[src/rtl/rv32im_wb_arbiter_if.sv]
// Write-back bus between the result producers (ALU, MUL/DIV) and the register-file write port.
// The arbiter sits on the slave side; the producers and regfile observers sit on the master side.
interface rv32im_wb_arbiter_if #(
  parameter int unsigned XLEN = 32,
  parameter int unsigned AW   = 5
);
  logic                  alu_valid_i;
  logic                  alu_ready_o;
  logic [AW-1:0]         alu_rd_i;
  logic [XLEN-1:0]       alu_val_i;
  logic                  md_valid_i;
  logic                  md_ready_o;
  logic [AW-1:0]         md_rd_i;
  logic [XLEN-1:0]       md_val_i;
  logic                  we_o;
  logic [AW-1:0]         rd_addr_o;
  logic [XLEN-1:0]       val_rd_o;
  logic [(1<<AW)-1:0]    pending_o;

  modport slave (
    input  alu_valid_i, alu_rd_i, alu_val_i, md_valid_i, md_rd_i, md_val_i,
    output alu_ready_o, md_ready_o, we_o, rd_addr_o, val_rd_o, pending_o
  );

  modport master (
    output alu_valid_i, alu_rd_i, alu_val_i, md_valid_i, md_rd_i, md_val_i,
    input  alu_ready_o, md_ready_o, we_o, rd_addr_o, val_rd_o, pending_o
  );
endinterface

[src/rtl/rv32im_wb_arbiter.sv]
// Merges ALU and buffered MUL/DIV results onto one registered regfile write port,
// bounding ALU priority so queued MUL/DIV results cannot starve, and reports pending rds.
module rv32im_wb_arbiter #(
  parameter int unsigned XLEN       = 32,
  parameter int unsigned AW         = 5,
  parameter int unsigned MD_DEPTH   = 4,
  parameter int unsigned STARVE_MAX = 2
) (
  input  logic                clk_i,
  input  logic                rst_i,
  rv32im_wb_arbiter_if.slave  wb
);
  localparam int unsigned PW   = $clog2(MD_DEPTH);
  localparam int unsigned CW   = PW + 1;
  localparam int unsigned SW   = $clog2(STARVE_MAX + 1);
  localparam int unsigned NREG = 1 << AW;

  logic [AW-1:0]   fifo_rd  [MD_DEPTH];
  logic [XLEN-1:0] fifo_val [MD_DEPTH];
  logic [PW-1:0]   head_q, tail_q;
  logic [CW-1:0]   count_q;
  logic [SW-1:0]   starve_q, starve_d;
  logic            we_q;
  logic [AW-1:0]   rd_addr_q;
  logic [XLEN-1:0] val_q;
  logic            fifo_empty, fifo_full, force_md, push, pop, alu_grant;
  logic [PW-1:0]   off;
  logic [NREG-1:0] pending;

  // Grant depends only on registered state, so ready never depends on valid.
  always_comb begin
    fifo_empty = (count_q == '0);
    fifo_full  = (count_q == CW'(MD_DEPTH));
    force_md   = !fifo_empty && (starve_q == SW'(STARVE_MAX));
    push       = wb.md_valid_i && !fifo_full;
    pop        = !fifo_empty && (force_md || !wb.alu_valid_i);
    alu_grant  = wb.alu_valid_i && !pop;
    starve_d   = starve_q;
    if (pop || fifo_empty) begin
      starve_d = '0;
    end else if (alu_grant && (starve_q != SW'(STARVE_MAX))) begin
      starve_d = starve_q + SW'(1);
    end
  end

  assign wb.alu_ready_o = !force_md;
  assign wb.md_ready_o  = !fifo_full;

  always_ff @(posedge clk_i) begin
    if (rst_i) begin
      head_q    <= '0;
      tail_q    <= '0;
      count_q   <= '0;
      starve_q  <= '0;
      we_q      <= 1'b0;
      rd_addr_q <= '0;
      val_q     <= '0;
    end else begin
      if (push) tail_q <= tail_q + PW'(1);
      if (pop)  head_q <= head_q + PW'(1);
      count_q  <= count_q + CW'(push) - CW'(pop);
      starve_q <= starve_d;
      if (pop) begin
        we_q      <= (fifo_rd[head_q] != '0);
        rd_addr_q <= fifo_rd[head_q];
        val_q     <= fifo_val[head_q];
      end else if (alu_grant) begin
        we_q      <= (wb.alu_rd_i != '0);
        rd_addr_q <= wb.alu_rd_i;
        val_q     <= wb.alu_val_i;
      end else begin
        we_q      <= 1'b0;
      end
    end
  end

  // Payload storage needs no reset; occupancy is tracked by count_q.
  always_ff @(posedge clk_i) begin
    if (push && !rst_i) begin
      fifo_rd[tail_q]  <= wb.md_rd_i;
      fifo_val[tail_q] <= wb.md_val_i;
    end
  end

  // An entry is live when its distance from head is below the occupancy.
  always_comb begin
    pending = '0;
    off     = '0;
    for (int unsigned i = 0; i < MD_DEPTH; i++) begin
      off = PW'(i) - head_q;
      if ({1'b0, off} < count_q) pending[fifo_rd[i]] = 1'b1;
    end
    if (we_q) pending[rd_addr_q] = 1'b1;
    pending[0] = 1'b0;
  end

  assign wb.we_o      = we_q;
  assign wb.rd_addr_o = rd_addr_q;
  assign wb.val_rd_o  = val_q;
  assign wb.pending_o = pending;
endmodule
[src/flat_wrapper.sv]
// flat-port wrapper written by rule: the top's interface ports become plain ports
module rv32im_wb_arbiter_flat 
#(
  parameter int unsigned XLEN       = 32,
  parameter int unsigned AW         = 5,
  parameter int unsigned MD_DEPTH   = 4,
  parameter int unsigned STARVE_MAX = 2
)
  (clk_i, rst_i, wb_alu_valid_i, wb_alu_rd_i, wb_alu_val_i, wb_md_valid_i, wb_md_rd_i, wb_md_val_i, wb_alu_ready_o, wb_md_ready_o, wb_we_o, wb_rd_addr_o, wb_val_rd_o, wb_pending_o);
  rv32im_wb_arbiter_if #(.XLEN(XLEN), .AW(AW)) wb_i ();
  input  logic clk_i;
  input  logic rst_i;
  input wire logic [$bits(wb_i.alu_valid_i)-1:0] wb_alu_valid_i;
  input wire logic [$bits(wb_i.alu_rd_i)-1:0] wb_alu_rd_i;
  input wire logic [$bits(wb_i.alu_val_i)-1:0] wb_alu_val_i;
  input wire logic [$bits(wb_i.md_valid_i)-1:0] wb_md_valid_i;
  input wire logic [$bits(wb_i.md_rd_i)-1:0] wb_md_rd_i;
  input wire logic [$bits(wb_i.md_val_i)-1:0] wb_md_val_i;
  output wire logic [$bits(wb_i.alu_ready_o)-1:0] wb_alu_ready_o;
  output wire logic [$bits(wb_i.md_ready_o)-1:0] wb_md_ready_o;
  output wire logic [$bits(wb_i.we_o)-1:0] wb_we_o;
  output wire logic [$bits(wb_i.rd_addr_o)-1:0] wb_rd_addr_o;
  output wire logic [$bits(wb_i.val_rd_o)-1:0] wb_val_rd_o;
  output wire logic [$bits(wb_i.pending_o)-1:0] wb_pending_o;
  assign wb_i.alu_valid_i = wb_alu_valid_i;
  assign wb_i.alu_rd_i = wb_alu_rd_i;
  assign wb_i.alu_val_i = wb_alu_val_i;
  assign wb_i.md_valid_i = wb_md_valid_i;
  assign wb_i.md_rd_i = wb_md_rd_i;
  assign wb_i.md_val_i = wb_md_val_i;
  assign wb_alu_ready_o = wb_i.alu_ready_o;
  assign wb_md_ready_o = wb_i.md_ready_o;
  assign wb_we_o = wb_i.we_o;
  assign wb_rd_addr_o = wb_i.rd_addr_o;
  assign wb_val_rd_o = wb_i.val_rd_o;
  assign wb_pending_o = wb_i.pending_o;
  rv32im_wb_arbiter #(.XLEN(XLEN), .AW(AW), .MD_DEPTH(MD_DEPTH), .STARVE_MAX(STARVE_MAX)) u_core (.clk_i(clk_i), .rst_i(rst_i), .wb(wb_i));
endmodule
[config.mk]
export PLATFORM = sky130hd
export DESIGN_NAME = rv32im_wb_arbiter_flat
export DESIGN_NICKNAME = d
export VERILOG_FILES = /design/src/rtl/rv32im_wb_arbiter_if.sv /design/src/rtl/rv32im_wb_arbiter.sv /design/src/flat_wrapper.sv
export SDC_FILE = /design/constraint.sdc
export NUM_CORES = 1
export LEC_CHECK = 0
export BUFFER_PORTS_ARGS = -buffer_cell sky130_fd_sc_hd__buf_4
export CAP_MARGIN = 20
export CORE_MARGIN = 4
export CORE_UTILIZATION = 57
export DETAILED_ROUTE_END_ITERATION = 16
export PLACE_DENSITY = 0.91
export SETUP_SLACK_MARGIN = 0.02
export SYNTH_ARGS = -nofsm -noshare
export SYNTH_HDL_FRONTEND = slang
export SYNTH_SLANG_ARGS = --single-unit
[constraint.sdc]
create_clock -name clk_i -period 2.8 [get_ports clk_i]
set_input_delay 0.56 -clock clk_i [delete_from_list [all_inputs] [get_ports clk_i]]
set_output_delay 0.56 -clock clk_i [all_outputs]
set_load 0.05 [all_outputs]
### Word-level counts from Yosys, hierarchy flattened

Memories as Yosys holds them, arrays and structs flattened. A register that Yosys moved wholly into a read port is not among the register bits.
Index checks and enable logic that the tools add are counted.
W data, S select, Z words.

* magnitude comparators: 14
* multipliers: 0
* mux-type cells: 27
* reductions and logical operators: 24
* shift-type cells: 0
* divide/modulo/power cells: 0
* add/sub/neg operators: 9
* bitwise logic cells: 4
* equality and inequality tests: 3

Operators by type and width (count)
* $mux W32: 7
* $or A32 B32 Y32: 4
* $lt A5 B6 Y1 const B: 5
* $demux W1 S5: 5
* $ge A5 B1 Y1 const B: 5
* $lt A2 B3 Y1: 4
* $logic_and A1 B1 Y1: 11
* $mux W5: 2
* $reduce_bool A5 Y1: 2
* $mux W1: 9
* $mux W2: 4
* $add A2 B1 Y2 const B: 3
* $logic_not A1 Y1: 6
* $sub A1 B2 Y2 const A: 2
* $sub A2 B2 Y2 const A: 2
* $add A3 B1 Y3: 1
* $eq A3 B3 Y1 const B: 1
* $logic_not A3 Y1: 1
* $sub A3 B1 Y3: 1
* $eq A2 B2 Y1 const B: 1
* $logic_or A1 B1 Y1: 2
* $ne A2 B2 Y1 const B: 1
* $reduce_bool A2 Y1: 1
* $reduce_or A2 Y1: 1

* bits in read-only memories: 0
* register bits: 47
* memories: 2
* input port bits: 78
* word-level logic and storage cells: 90
* output and inout port bits: 72
* memory bits (writable): 148
* bits in latches: 0

Memories
* u_core.fifo_val: depth 4, bits a word 32, read ports 1, clocked after memory_dff 1, wr ports 1, RTL line rv32im_wb_arbiter.sv:19 `logic [XLEN-1:0] fifo_val [MD_DEPTH];`
* u_core.fifo_rd: depth 4, bits a word 5, read ports 5, clocked after memory_dff 1, wr ports 1, RTL line rv32im_wb_arbiter.sv:18 `logic [AW-1:0] fifo_rd [MD_DEPTH];`

### Logic depth before layout (Yosys ltp)

Gate-level depths: netlist (run 1).
An unclocked memory read counts as a cell.

* depth in word-level cells: 14
* depth in mapped cells: 13
* mapped depth without buffers: 11

### Least setup slack after synthesis (run 1)

OpenSTA, ideal clock, no wires.

* path kind: flip-flop to output port
* from: register u_core.head_q[0]
* to: output wb_pending_o[30]
* arrival: 2.348 ns
* path slack: -0.108 ns
* data required time: 2.240 ns
* cell stages (with the launch flop): 8
* buffers on the path: 0
* cells stage by stage: dfxtp_1 > xnor2_1 > inv_1 > ha_1 > nor2b_1 > a211oi_2 > nand2_1 > o2111ai_1

* word-level cells in the longest chain between the ends: 11
* elaborated cells between the ends (all ways): 17
* classes of those cells: add/sub (4); order compare (4); mux (5); bitwise (4)

RTL lines
* start, declared: RTL line rv32im_wb_arbiter.sv:20 `logic [PW-1:0] head_q, tail_q;`
* start signal, assigned: RTL line rv32im_wb_arbiter.sv:60 `if (pop) head_q <= head_q + PW'(1);`
* $sub A1 B2 Y2: RTL line rv32im_wb_arbiter.sv:90 `off = PW'(i) - head_q;`
* $lt A2 B3 Y1: RTL line rv32im_wb_arbiter.sv:91 `if ({1'b0, off} < count_q) pending[fifo_rd[i]] = 1'b1;`
* $mux W32: RTL line rv32im_wb_arbiter.sv:91
* $or A32 B32 Y32 (no line)
* $mux W32: RTL line rv32im_wb_arbiter.sv:91
* $or A32 B32 Y32 (no line)
* $mux W32: RTL line rv32im_wb_arbiter.sv:91
* $or A32 B32 Y32 (no line)
* $mux W32 (*): RTL line rv32im_wb_arbiter.sv:91
* $or A32 B32 Y32 (no line)
* $mux W32 (*): RTL line rv32im_wb_arbiter.sv:93 `if (we_q) pending[rd_addr_q] = 1'b1;`
* end, declared: RTL line flat_wrapper.sv:24 `output wire logic [$bits(wb_i.pending_o)-1:0] wb_pending_o;`

Every way passes the cells marked *; elsewhere a longest branch is shown, timed or not.

### Worst setup path in the final report (run 1)

* from: register u_core.head_q[0]
* to: output wb_pending_o[11]

Same word-level chain as after synthesis.

==> flow_metrics.py, run 1 <==
metrics = {
    "status": {
        "status": "finished with violations",
        "violations": "negative setup slack",
    },
    "synthesis": {
        "synth_nets": 777,
        "synth_compound_area_share_pct": 9.52,
        "ys_seq_elements": 197,
        "ys_warn_count": 0,
        "async_flop_share_pct": 0,
        "yosys.area_share.adder_pct": 1.72,
        "yosysSeqAreaShare_pct": 59.1,
        "synth_top_area_share_pct": 48.4,
        "synth_largest_area_cell": "edfxtp_1",
        "synth_edf_count": 148,
        "synthFlopType": "edfxtp_1",
        "ys_top_cells_by_area": "edfxtp_1 (48%), dfxtp_1 (11%), mux4_2 (9.1%)",
        "synth_common_cells": "edfxtp_1 (148), nor2_1 (51), dfxtp_1 (49), nand3_1 (47), nand2_1 (43)",
        "ys_types": 53,
        "yosys.area_share.simple_pct": 13.4,
        "synth_top_family_by_area": "simple AND/OR/NAND/NOR gates",
        "muxShareOfSynthArea_pct": 12.6,
        "syn-cell-area_sq_um": 9190,
        "synth.most_common_cell": "edfxtp_1",
        "syn_inst": 687,
        "synth_xor_area_share_pct": 0.572,
        "syn_area_per_cell_sq_um": 13.4,
    },
    "die": {
        "die_h_um": 135,
        "start_util_pct": 58.0,
        "dieArea_sq_um": 18200,
        "io_pins": 150,
        "fp.coreArea_sq_um": 15800,
        "die_x_um": 135,
        "rows": 46,
    },
    "place": {
        "dp_slack_ns": -0.0129,
        "portBuffers": 148,
        "gp_congestion": 0.975,
        "dp.cells": 1032,
        "dpl_cell_area_sq_um": 10600,
        "dp_hpwl_um": 16200,
    },
    "route": {
        "drt_iter0_drc": 821,
        "drc": 0,
        "dr_total_vias": 6852,
        "drt.antenna.violating_nets": 0,
        "drt_wl_total_um": 25200,
        "viasPerCell": 6.40,
        "firstDrtPassIters": 5,
        "wl_per_cell_um": 23.5,
    },
    "clock_tree": {
        "cts_made_buffers": 17,
        "htreeDepth": 4,
        "cts_root_buf": "clkbuf_16",
        "cts_tree": "built",
        "clk_pin_slew_ns": 0.07,
        "ctsHoldBuffers": 0,
        "clock_latency_ns": 0.43,
        "cts_sinks": 197,
        "cts_buffer_depth": 2,
    },
    "grt": {
        "antenna_found_initial": 0,
        "grt_pass1_wl_um": 38900,
        "grt_overflow": 0,
        "grt_pass1_vias": 6924,
        "grt_max_degree": 49,
        "grt_use_total_pct": 28.0,
    },
    "critical_path": {
        "worstSetupStartpointType": "register",
        "cp-end-kind": "output pin",
        "crit_fanout": 9,
        "arrival_ns": 2.42,
        "required_ns": 2.24,
        "critical_path_class": "register to output pin",
    },
    "power_and_ir_drop": {
        "vdd.ir_drop.worst_v": 0.000845,
        "power.total_mw": 10.7,
        "p_leak_nw": 4.40,
        "p_per_area_nw_per_um2": 923,
    },
    "timing": {
        "tightestPinTransition_ns": 1.06,
        "fmax_mhz": 336,
        "fin_worst_skew_ns": 0.0145,
        "rsz0062_at_grt": "true",
        "finalMaxSlewViolations": 0,
        "setup_viol": 31,
        "period_share_pct": 106,
        "timing.final.crit_period_ns": 2.98,
        "finalHoldViolCount": 0,
        "setup_slack_ns": -0.178,
        "maxSlewHeadroom_pct": 29.3,
    },
    "run": {
        "cap_violations": 0,
    },
    "layout": {
        "utilization_pct": 73.3,
        "layout-drive-gt1-share_pct": 35.4,
        "nFillCells": 975,
        "nNetsFinal": 932,
        "design_area_sq_um": 11600,
        "n_antenna_cell": 0,
        "fin_cells": 1071,
        "area_growth_pct": 26.3,
    },
    "min_path": {
        "hold_class": "primary input to register",
    },
}
## cells in the final DEF (no fill, tap or decap), drive strengths merged, types with 2 or more instances in the layout
master / instances
nor2b: 15
nor4: 3
a2111oi: 6
xnor2: 5
a211oi: 36
and2: 9
nor3: 5
mux4: 37
a22oi: 40
inv: 22
nand2: 44
and3: 4
o2111a: 4
mux2i: 32
a311oi: 4
nand4: 20
nor2: 51
ha: 11
nor3b: 10
and3b: 6
clkinv: 3
a21oi: 3
edfxtp: 148
nand2b: 14
bufinv: 3
or4: 2
buf: 184
dfxtp: 49
a32oi: 3
nand3: 47
nor4b: 2
clkbuf: 20
## sequential cells by signal, summed over array words and instances, names as in the netlist, named ones only
| name | flops |
|---|---|
| u_core.wb.val_rd_o | 32 |
| u_core.fifo_rd | 20 |
| u_core.wb.we_o | 1 |
| u_core.starve_q | 2 |
| u_core.head_q | 2 |
| u_core.tail_q | 2 |
| u_core.wb.rd_addr_o | 5 |
| u_core.count_q | 3 |
| u_core.fifo_val | 128 |
## area by class of cell
type,instances,area (sq um),share of cell area (%)
Clock inverter,13,185,1.60
Sequential cell,197,5430,46.8
Multi-Input combinational cell,426,3670,31.6
Inverter,15,56.3,0.485
Clock buffer,19,433,3.73
Tap cell,216,270,2.33
Timing Repair Buffer,185,1560,13.4
## final timing paths
check                                  startpoint                              end  slack [ns]  cells after the start
hold / removal                     wb_md_val_i[2]  u_core.fifo_val[1][2]$_DFFE_PP_        0.32                      1
hold reg to reg   u_core.starve_q[0]$_SDFFE_PP0P_  u_core.starve_q[0]$_SDFFE_PP0P_        0.43                      1
setup / recovery    u_core.head_q[0]$_SDFFE_PP0N_                 wb_pending_o[11]       -0.18                      6
setup reg to reg     u_core.count_q[0]$_SDFF_PP0_  u_core.fifo_val[1][8]$_DFFE_PP_        0.32                      4
## timing repair
| item | CTS | global route |
|---|---|---|
| pin swaps | 36 | 15 |
| endpoints found under the hold margin | 0 | 0 |
| resized for setup | 52 | 16 |
| endpoints found under the setup margin | 31 | 31 |
| gates cloned | 0 | 1 |
| setup buffers | 2 | 5 |
## logic make-up (layout without fill, tap and decap cells)
family | after synthesis | count (layout)
xor gates and xnor gates | 6 | 6
DFF | 197 | 197
other | 1 | 1
muxes | 69 | 69
AOI/OAI and AO/OA | 103 | 103
buffers and inverters | 64 | 232
adders and majority gates | 12 | 12
and+or+nand+nor | 235 | 235
## metrics by stage
stage / TNS, ns / hold WS, ns
after floorplan: 0 / 0.401
after global placement: -0.00331 / 0.408
after detailed placement: -0.0129 / 0.418
after CTS: -7.26 / 0.309
after global routing: -6.71 / 0.315
final: -3.60 / 0.323
## power by group
part,total (mW),leakage [nW],switching [mW],internal (mW)
clock network,2.53,0.303,1.09,1.44
logic,4.38,2.34,2.66,1.72
registers,3.79,1.75,0.292,3.50
total,10.7,4.40,4.04,6.67
## layer usage
metal,vias up,part of all wire (%),GRT usage [%]
met1,3334,37,35.4
met4,0,3.9,12.2
met3,98,9.8,7.23
li1,2991,-,-
met2,429,49,46.1
met5,-,0,0
## critical path: stages, from the launching register on
cell	delay, ns
dfxtp_2	0.34
buf_4	0.16
nand2b_2	0.34
a2111o_1	0.65
nand2b_1	0.21
nand4_1	0.12
buf_6	0.17
Power figures use the tool's default switching activity.
==> inputs of run 2 (changes only) <==
--- a/config.mk
+++ b/config.mk
@@ -8,10 +8,12 @@
 export BUFFER_PORTS_ARGS = -buffer_cell sky130_fd_sc_hd__buf_4
 export CAP_MARGIN = 20
 export CORE_MARGIN = 4
-export CORE_UTILIZATION = 57
+export CORE_UTILIZATION = 61
+export CTS_BUF_LIST = sky130_fd_sc_hd__clkbuf_16
 export DETAILED_ROUTE_END_ITERATION = 16
-export PLACE_DENSITY = 0.91
+export PLACE_DENSITY = 0.95
 export SETUP_SLACK_MARGIN = 0.02
+export SKIP_CTS_REPAIR_TIMING = 1
 export SYNTH_ARGS = -nofsm -noshare
 export SYNTH_HDL_FRONTEND = slang
 export SYNTH_SLANG_ARGS = --single-unit
==> constraint.sdc (replaced) <==
create_clock -name clk_i -period 3.5 [get_ports clk_i]
set_input_delay 0.7 -clock clk_i [delete_from_list [all_inputs] [get_ports clk_i]]
set_output_delay 0.7 -clock clk_i [all_outputs]
set_load 0.05 [all_outputs]
==> run 2 against run 1 <==
  * The flow now finishes without violations
  * Critical path depth grew 2
  * Setup slack gained 0.30 ns
  * Via count grew 3.4%
  * Die area shrank 6.2%
  * Total power shrank 23%
  * Non-clock buffer count shrank 17
  * Sequential share of layout area grew 2.0 points
  * Register-to-register slack gained 0.68 ns
  * Count of clock-buffer cells in the layout shrank 2
  * Clock skew grew 0.00092 ns
  * First-iteration DRC count grew 26%
==> flow_metrics.py, run 2 (synthesized netlist as in run 1, its figures left out) <==
metrics = {
    "layout": {
        "final_cell_mix": "buf_4 (166), edfxtp_1 (148), nor2_1 (51)",
        "design_area_sq_um": 11100,
        "largest_register_ffs": 128,
        "area_growth_pct": 21.0,
        "n_antenna_cell": 0,
        "nNetsFinal": 915,
        "layout-drive-gt1-share_pct": 30.9,
        "nFillCells": 827,
        "mostFrequentLayoutCell": "buf_4",
        "top_register": "u_core.fifo_val",
    },
    "timing": {
        "maxSlewHeadroom_pct": 44.5,
        "timing.final.crit_period_ns": 3.38,
        "setup_tns_ns": 0,
        "period_share_pct": 96.5,
        "setup_slack_ns": 0.122,
        "fin_worst_skew_ns": 0.0154,
        "finalHoldViolCount": 0,
        "tightestPinTransition_ns": 0.831,
        "fmax_mhz": 296,
        "setup_viol": 0,
        "finalMaxSlewViolations": 0,
        "rsz0062_at_grt": "false",
    },
    "power_and_ir_drop": {
        "p_sw_share_pct": 40.3,
        "p_leak_nw": 4.19,
        "vdd.ir_drop.worst_v": 0.000542,
        "clkPwrFrac_pct": 23.2,
        "p_per_area_nw_per_um2": 740,
        "power.internal_mw": 4.92,
        "switchingPower_mw": 3.31,
        "seqPwrFrac_pct": 37.6,
        "combinationalPowerShare_pct": 39.2,
    },
    "place": {
        "gp_congestion": 0.960,
        "portBuffers": 148,
        "dpl_cell_area_sq_um": 10500,
        "dp_slack_ns": 0.483,
        "dp_hpwl_um": 17100,
    },
    "route": {
        "drt_wl_total_um": 27400,
        "wl_per_cell_um": 26.8,
        "firstDrtPassIters": 6,
        "drt.antenna.violating_nets": 0,
        "drc": 0,
        "dr_total_vias": 7087,
        "drt_iter0_drc": 1035,
        "viasPerCell": 6.93,
    },
    "critical_path": {
        "slowest_stage": "a211oi_1",
        "cp-end-kind": "output pin",
        "critical_path.startpoint": "u_core.head_q[0]$_SDFFE_PP0N_",
        "critical_path_class": "register to output pin",
        "required_ns": 2.80,
        "worstPathCellList": "xnor2_1, inv_1, ha_1, nor2b_2, a211oi_1, a32oi_1, nand3_1, buf_4",
        "worst_path_dominant_cell_family": "compound AO/OA/AOI/OAI gates",
        "crit_path_max_incr_delay_ns": 0.53,
        "crit_fanout": 6,
        "worstSetupStartpointType": "register",
        "worstReg2RegStart": "u_core.count_q[2]$_SDFF_PP0_",
        "crit_buf_inv": 2,
        "arrival_ns": 2.68,
    },
    "clock_tree": {
        "clk_pin_slew_ns": 0.07,
        "cts_sinks": 197,
        "cts_made_buffers": 17,
        "cts_root_buf": "clkbuf_16",
        "cts_buffer_depth": 2,
        "htreeDepth": 4,
        "cts_tree": "built",
        "clock_latency_ns": 0.44,
    },
    "run": {
        "cap_violations": 0,
    },
    "die": {
        "start_util_pct": 62.7,
        "rows": 44,
        "io_pins": 150,
        "dieArea_sq_um": 17100,
        "die_h_um": 131,
        "fp.coreArea_sq_um": 14600,
        "die_x_um": 131,
    },
    "min_path": {
        "min-delay-start": "u_core.starve_q[0]$_SDFFE_PP0P_",
        "hold_class": "register to register",
    },
    "grt": {
        "grt_pass1_wl_um": 41500,
        "antenna_found_initial": 0,
        "grt_overflow": 0,
        "grt_pass1_vias": 6849,
        "grt_max_degree": 50,
        "grt_use_total_pct": 32.8,
    },
    "status": {
        "status": "completed",
    },
}
run 2: changes by cell type in the layout (fill, tap and decap cells not counted), sizes merged:
cell / change
buf: -16
bufinv: -3
inv: +1
clkbuf: -3
clkinv: +4
run 2: worst reg2reg max path, delay by kind of cell (launching register included):
family,cells,cell delay [ns]
muxes,1,0.25
DFF,1,0.46
AOI/OAI and AO/OA,1,0.44
and+or+nand+nor,2,0.70
buffers and inverters,1,0.54
run 2: layout make-up:
class	count	area [sq um]	area share, %
flip-flops and latches	197	5430	48.9
well taps	184	230	2.07
inverters	15	56.3	0.507
clock inverters	15	159	1.43
repair buffers	168	1290	11.6
clock buffers	17	425	3.83
multi-input cells	426	3520	31.7
run 2: path summary, 6_finish.rpt:
kind,to,slack (ns),cells after the start
max reg2reg,u_core.wb.val_rd_o[3]$_SDFFE_PP0P_,1.00,5
min reg2reg,u_core.starve_q[0]$_SDFFE_PP0P_,0.43,1
max,wb_pending_o[2],0.12,8
min,u_core.starve_q[0]$_SDFFE_PP0P_,0.43,1
run 2: per-stage QoR:
step	hold WS, ns	utilization, %	total power, mW	instances
finish	0.427	75.9	8.23	1022
global route	0.444	75.9	8.53	1022
CTS	0.428	75.5	8.12	1020
detailed placement	0.417	71.5	6.14	988
global placement	0.412	71.5	6.04	988
floorplan	0.401	-	5.26	687
run 2: metal layers:
metal	global-route usage (%)	vias up	part of all wire, %
met3	7.52	103	11
met1	42.7	3434	36
met2	54.5	598	49
met4	11.9	0	3.8
li1	-	2952	-
met5	0	-	0
run 2: power groups by stage:
stage | combinational (mW) | sequential [mW] | clock [mW]
final | 3.23 | 3.09 | 1.91
after floorplan | 1.83 | 3.43 | 0
after CTS | 3.13 | 3.08 | 1.91
after global routing | 3.40 | 3.12 | 2.01
after detailed placement | 3.04 | 3.11 | 0
after global placement | 2.96 | 3.08 | 0
